==> src/rtl/act_relu_fifo.sv <==
// Elastic activation FIFO with optional ReLU on write and first-word fall-through read.
// Define ACT_FIFO_LAST_EN to add per-entry frame-end tagging and the output_last port.
module act_relu_fifo #(
  parameter int T     = 20,
  parameter int M     = 16,
  parameter int DEPTH = 16,
  parameter int RELU  = 1
) (
  input  logic                     clk,
  input  logic                     reset,
  input  logic                     input_valid,
  output logic                     input_ready,
  input  logic [T-1:0]             input_data,
  output logic                     output_valid,
  input  logic                     output_ready,
  output logic [T-1:0]             output_data,
  output logic [$clog2(DEPTH):0]   fill_count
`ifdef ACT_FIFO_LAST_EN
  ,
  output logic                     output_last
`endif
);

  localparam int AW = $clog2(DEPTH);
  localparam int CW = AW + 1;

  if (M < 1 || DEPTH < 2 || (DEPTH & (DEPTH - 1)) != 0) begin : g_bad_cfg
    $error("act_relu_fifo: M must be >= 1 and DEPTH a power of 2 >= 2");
  end

  logic [T-1:0]  mem [DEPTH];
  logic [AW-1:0] wr_ptr;
  logic [AW-1:0] rd_ptr;
  logic          push;
  logic          pop;
  logic [T-1:0]  wdata;

  assign input_ready  = (fill_count != CW'(DEPTH));
  assign output_valid = (fill_count != '0);
  assign push         = input_valid & input_ready;
  assign pop          = output_valid & output_ready;
  assign wdata        = (RELU != 0 && input_data[T-1]) ? '0 : input_data;
  assign output_data  = mem[rd_ptr];

  always_ff @(posedge clk or negedge reset) begin
    if (!reset) begin
      wr_ptr     <= '0;
      rd_ptr     <= '0;
      fill_count <= '0;
    end else begin
      if (push) wr_ptr <= wr_ptr + 1'b1;
      if (pop)  rd_ptr <= rd_ptr + 1'b1;
      case ({push, pop})
        2'b10:   fill_count <= fill_count + 1'b1;
        2'b01:   fill_count <= fill_count - 1'b1;
        default: fill_count <= fill_count;
      endcase
    end
  end

  // Storage is deliberately left uncleared by reset.
  always_ff @(posedge clk) begin
    if (push) mem[wr_ptr] <= wdata;
  end

`ifdef ACT_FIFO_LAST_EN
  localparam int FW = (M > 1) ? $clog2(M) : 1;

  logic          last_mem [DEPTH];
  logic [FW-1:0] frame_idx;
  logic          frame_end;

  assign frame_end   = (frame_idx == FW'(M - 1));
  assign output_last = output_valid & last_mem[rd_ptr];

  always_ff @(posedge clk or negedge reset) begin
    if (!reset) begin
      frame_idx <= '0;
    end else if (push) begin
      frame_idx <= frame_end ? '0 : frame_idx + 1'b1;
    end
  end

  always_ff @(posedge clk) begin
    if (push) last_mem[wr_ptr] <= frame_end;
  end
`endif

endmodule

==> config.mk <==
export PLATFORM = sky130hd
export DESIGN_NAME = act_relu_fifo
export DESIGN_NICKNAME = d
export VERILOG_FILES = /design/src/rtl/act_relu_fifo.sv
export SDC_FILE = /design/constraint.sdc
export NUM_CORES = 1
export LEC_CHECK = 0
export CAP_MARGIN = 10
export CELL_PAD_IN_SITES_DETAIL_PLACEMENT = 0
export CELL_PAD_IN_SITES_GLOBAL_PLACEMENT = 1
export CORE_MARGIN = 2
export CORE_UTILIZATION = 50
export CTS_CLUSTER_DIAMETER = 50
export DETAILED_ROUTE_END_ITERATION = 8
export GPL_TIMING_DRIVEN = 1
export HOLD_SLACK_MARGIN = 0.05
export PLACE_DENSITY = 0.84
export SLEW_MARGIN = 20
export SYNTH_ARGS = -nofsm -noshare
export SYNTH_HDL_FRONTEND = slang
export SYNTH_SLANG_ARGS = --single-unit
==> constraint.sdc <==
create_clock -name clk -period 7.8 [get_ports clk]
set_input_delay 0.78 -clock clk [delete_from_list [all_inputs] [get_ports clk]]
set_output_delay 0.78 -clock clk [all_outputs]
set_load 0.02 [all_outputs]
---- Yosys cells after proc, flatten, opt, wreduce, memory -nomap -nowiden ----
Memory sizes are Yosys's and may differ from the RTL's.
Cells that the tools add are included.
word-level totals
  bits in writable memories ............... 304
  word-level logic and storage cells ...... 19
  output and inout port bits .............. 27
  memories ................................ 1
  flip-flop bits (word level) ............. 13
  bits of input ports ..................... 24
cells by class
  eq/ne operators ......................... 3
  add/sub/neg operators ................... 4
  muxes and demuxes ....................... 4
  reduce and logical (&&, ||, !) cells .... 2
  bitwise gates (word level) .............. 2
memories
  memory  depth  width  rd ports  clocked after memory_dff  write ports  line  text
  mem     16     19     1         0                         1            31    logic [T-1:0] mem [DEPTH];
operators with widths
  kind                   count
  $mux W19               1
  $pmux W5 S2            1
  $add A4 B1 Y4 const B  2
  $add A5 B1 Y5 const B  1
  $ne A5 B5 Y1 const B   1
  $reduce_bool A5 Y1     1
  $sub A5 B1 Y5 const B  1
  $and A1 B1 Y1          2
  $eq A2 B1 Y1 const B   1
  $eq A2 B2 Y1 const B   1
  $mux W1                2
  $reduce_bool A2 Y1     1

---- Longest topological paths before layout ----
  word-level depth ........................ 4
  depth in mapped cells ................... 13

---- Worst setup path after synthesis ----
No wires, ideal clock.
  path kind ............................... register -> register
  from .................................... register fill_count[0]
  to ...................................... memory mem[0][0] in the netlist's numbering (enable)
  arrival time ............................ 2.562 ns
  cell stages (with the launch flop) ...... 7
  period minus slack after synthesis ...... 2.981 ns
  path slack .............................. 4.819 ns
  setup time .............................. 0.419 ns
  cell sequence ........................... dfrtp_1 nor4_2 nand2_1 and2_1 buf_2 nand2_1 nor3_1
between the ends
  cells in the longest elaborated chain, start to end .. 4
RTL lines
  element                        line  text
  start: declaration             17    output logic [$clog2(DEPTH):0] fill_count
  start signal: assignment       54    2'b10: fill_count <= fill_count + 1'b1;
  start signal: assignment       55    2'b01: fill_count <= fill_count - 1'b1;
  start signal: assignment       56    default: fill_count <= fill_count;
  $ne A5 B5 Y1                   38    assign input_ready = (fill_count != CW'(DEPTH));
  via input_ready                12    output logic input_ready,
  $and A1 B1 Y1                  40    assign push = input_valid & input_ready;
  $mux W1                        63    if (push) mem[wr_ptr] <= wdata;
  $mux W1 (not written as such)  63
  end: declaration               31
The timed path passes the listed nets, and every way through them passes these cells.

---- Worst setup path after layout ----
  from .................................... register rd_ptr[0]
  to ...................................... output output_data[16]
between the ends
  cells in the longest elaborated chain, start to end .. 1
RTL lines
  element                   line  text
  start: declaration        33    logic [AW-1:0] rd_ptr;
  start signal: assignment  52    if (pop) rd_ptr <= rd_ptr + 1'b1;
  $mem_v2 Z16 W19           -
  end: declaration          16    output logic [T-1:0] output_data,
No other way between the ends.

==> results.json <==
{
  "layout_setup_ws_ns": 3.19,
  "slowest_delay_ns": 1.05,
  "grt_pass1_vias": 6826,
  "status": "complete, no violations",
  "swShare_pct": 33.5,
  "p_switching_w": 0.00185,
  "die_x_um": 164,
  "dieArea_um2": 27000,
  "powerDensity_nw_per_um2": 377,
  "grt.total_usage_pct": 20.7,
  "place_area_um2": 13700,
  "path_clk_slew_ns": 0.06,
  "clk_latency_ns": 0.54,
  "synth-seq-area-share_pct": 73.6,
  "numCtsBuffers": 30,
  "h-tree-depth": 1,
  "num_vias": 6430,
  "required_ns": 7.02,
  "vdd_ir_drop_max_mv": 0.297,
  "drc": 0,
  "start_kind": "register",
  "grt_pass1_wl_mm": 41.1,
  "numPortBuffers": 49,
  "wirelength_mm": 27.3,
  "post_drt_wl_per_cell_um": 25.3,
  "cts.sinks": 317,
  "rsz0062_at_grt": "false",
  "syn_area_per_cell_um2": 19.5,
  "rows": 58,
  "grt_start_max_net_pins": 55,
  "p_int_w": 0.00368,
  "worst_clock_skew_ns": 0.0214,
  "overflow": 0,
  "dr.pass1.iters": 5,
  "nets": 758,
  "place.gp.congestion": 0.754,
  "ys_warn_count": 0,
  "diodes": 0,
  "synth_ff_type": "edfxtp_1",
  "pwr-share-clk_pct": 25.3,
  "place_hpwl_mm": 15.8,
  "synth_seq_cells": 317,
  "synth_area_um2": 12800,
  "path_class": "reg -> out",
  "fillers": 1770,
  "ant_nets": 0,
  "p_comb_share_pct": 33.1,
  "drive_above_1_share_pct": 22.5,
  "hold_violations": 0,
  "final_cell_area_um2": 14700,
  "arrival_ns": 3.83,
  "critPathSlowestCell": "dfrtp_4",
  "worstPathCellList": "buf_4 > mux2i_1 > a221oi_2 > o21ai_0 > nand2_1 > clkdlybuf4s50_1",
  "core_area_um2": 25200,
  "pwr-share-seq_pct": 41.6,
  "start_util_pct": 51.0,
  "slew_viol_final": 0,
  "synthArstFlopShare_pct": 4.10,
  "netlist_instances": 659,
  "timing.fmax_ghz": 0.217,
  "antenna_found_initial": 0,
  "drtIter0Drc": 693,
  "finalCritPeriodShare_pct": 59.1,
  "cts_tree": "yes",
  "die_h_um": 164,
  "via_per_inst": 5.96,
  "min_period_ns": 4.61,
  "postCtsSetupBuffers": 0,
  "hold_buffers": 0,
  "synth_nets": 693,
  "io_pins": 51,
  "tns_ns": 0,
  "worst_setup_path_end_kind": "output pin",
  "area_growth_pct": 14.3,
  "synth-edff-count": 304,
  "worst-path-max-fanout": 54,
  "cts_resized": 0,
  "hold_path.class": "reg -> reg",
  "post-place-ws_ns": 3.73,
  "synth.distinct_cells": 37,
  "worst_slew_pin_slew_ns": 1.07,
  "clk_path_buf_depth": 3,
  "max-cap-violations": 0,
  "setup_viol": 0,
  "cts-root-buf": "clkbuf_16",
  "design_power_total_w": 0.00554,
  "leakage_nw": 4.99,
  "timing.slew.headroom_pct": 28.4
}
==> registers in the layout, indices dropped and copies added, names as in the netlist <==
| signal | flops |
|---|---|
| fill_count | 5 |
| mem | 304 |
| wr_ptr | 4 |
| rd_ptr | 4 |
==> worst max-delay path: cells and delay by family (launching register included) <==
family,cells,cell delay (ns)
compound gates,2,0.49
buf+inv,2,1.29
flops,1,1.05
mux,1,0.27
simple gates,1,0.16
==> cells in the final DEF (no fill, tap or decap), types with 2 or more instances in the layout <==
| cell | synthesis | layout |
|---|---|---|
| xor2_1 | 3 | 3 |
| clkbuf_16 | 0 | 31 |
| a21oi_1 | 2 | 2 |
| dfrtp_1 | 13 | 11 |
| bufinv_16 | 0 | 2 |
| clkinvlp_4 | 0 | 4 |
| clkdlybuf4s50_1 | 0 | 49 |
| and2_1 | 3 | 2 |
| o21ai_1 | 10 | 10 |
| xnor2_1 | 7 | 7 |
| dfrtp_4 | 0 | 2 |
| a221oi_2 | 37 | 37 |
| nor2_2 | 0 | 12 |
| mux4_2 | 38 | 38 |
| clkinv_1 | 0 | 5 |
| nor3_2 | 0 | 4 |
| a22oi_1 | 19 | 19 |
| buf_4 | 10 | 21 |
| inv_1 | 7 | 7 |
| clkbuf_1 | 8 | 4 |
| nor2b_1 | 21 | 19 |
| nand2b_1 | 3 | 3 |
| nand3_1 | 2 | 2 |
| edfxtp_1 | 304 | 304 |
| nand2_1 | 28 | 28 |
| o21ai_0 | 13 | 13 |
| clkinv_4 | 0 | 2 |
| clkinv_2 | 0 | 7 |
| ha_1 | 9 | 9 |
| mux2i_1 | 77 | 77 |
==> final timing paths <==
| check | from | to | slack [ns] | depth (start not counted) |
|---|---|---|---|---|
| min in group asynchronous | reset | wr_ptr[1]$_DFFE_PN0P_ | 0.65 | 1 |
| max in group asynchronous | reset | rd_ptr[0]$_DFFE_PN0P_ | 6.63 | 1 |
| min | fill_count[4]$_DFFE_PN0P_ | fill_count[4]$_DFFE_PN0P_ | 0.52 | 1 |
| max reg2reg | fill_count[0]$_DFFE_PN0P_ | fill_count[4]$_DFFE_PN0P_ | 4.83 | 12 |
| max | rd_ptr[0]$_DFFE_PN0P_ | output_data[16] | 3.19 | 6 |
| min reg2reg | fill_count[4]$_DFFE_PN0P_ | fill_count[4]$_DFFE_PN0P_ | 0.52 | 1 |
==> power by group through the flow <==
| stage | sequential (W) | combinational (W) | clock (W) |
|---|---|---|---|
| after floorplan | 0.00217 | 0.00140 | 0 |
| after global placement | 0.00232 | 0.00180 | 0 |
| after detailed placement | 0.00233 | 0.00184 | 0 |
| after CTS | 0.00230 | 0.00185 | 0.00141 |
| after global routing | 0.00233 | 0.00195 | 0.00148 |
| final | 0.00230 | 0.00183 | 0.00140 |
==> cell type report <==
type                            count  area, µm²  area share (%)
Timing Repair Buffer               70        648            4.42
Sequential cell                   317       9460            64.5
Inverter                            8       30.0           0.205
Clock inverter                     21        178            1.21
Multi-Input combinational cell    297       3150            21.5
Tap cell                          330        413            2.81
Clock buffer                       35        791            5.39
==> stage by stage <==
step,hold slack (ns),std cells,util [%]
after floorplan,0.484,659,-
after global placement,0.513,1022,54.4
after detailed placement,0.513,1022,54.4
after CTS,0.530,1078,58.2
after global routing,0.547,1078,58.3
final,0.524,1078,58.3
==> kinds of logic (layout without fill, tap and decap cells) <==
| logic type | after synthesis | count (layout) | share of synthesized area, % |
|---|---|---|---|
| compound gates | 83 | 83 | 6.54 |
| xor+xnor | 10 | 10 | 0.682 |
| fa+ha+maj | 10 | 10 | 1.03 |
| buf+inv | 45 | 134 | 2.30 |
| flops | 317 | 317 | 73.6 |
| mux | 116 | 116 | 12.8 |
| other cells | 1 | 1 | 0.0292 |
| simple gates | 77 | 77 | 2.98 |
==> synth_stat cells, drive strengths merged (4+ instances only) <==
cell	number	area, µm²
a221oi	38	564
a22oi	19	143
buf	29	235
clkbuf	8	30.0
dfrtp	13	325
edfxtp	304	9130
ha	9	113
inv	8	30.0
mux2i	77	771
mux4	38	856
nand2	29	111
nor2	12	45.0
nor2b	21	131
nor3	4	20.0
o21ai	23	115
xnor2	7	61.3
==> per-layer routing <==
metal | part of all wire, % | global-route usage (%) | vias to the layer above
li1 | - | - | 2802
met1 | 42 | 28.5 | 3297
met2 | 49 | 33.8 | 277
met3 | 7.0 | 3.64 | 54
met4 | 2.7 | 6.58 | 0
met5 | 0 | 0 | -
(Power assumes the default switching activity.)
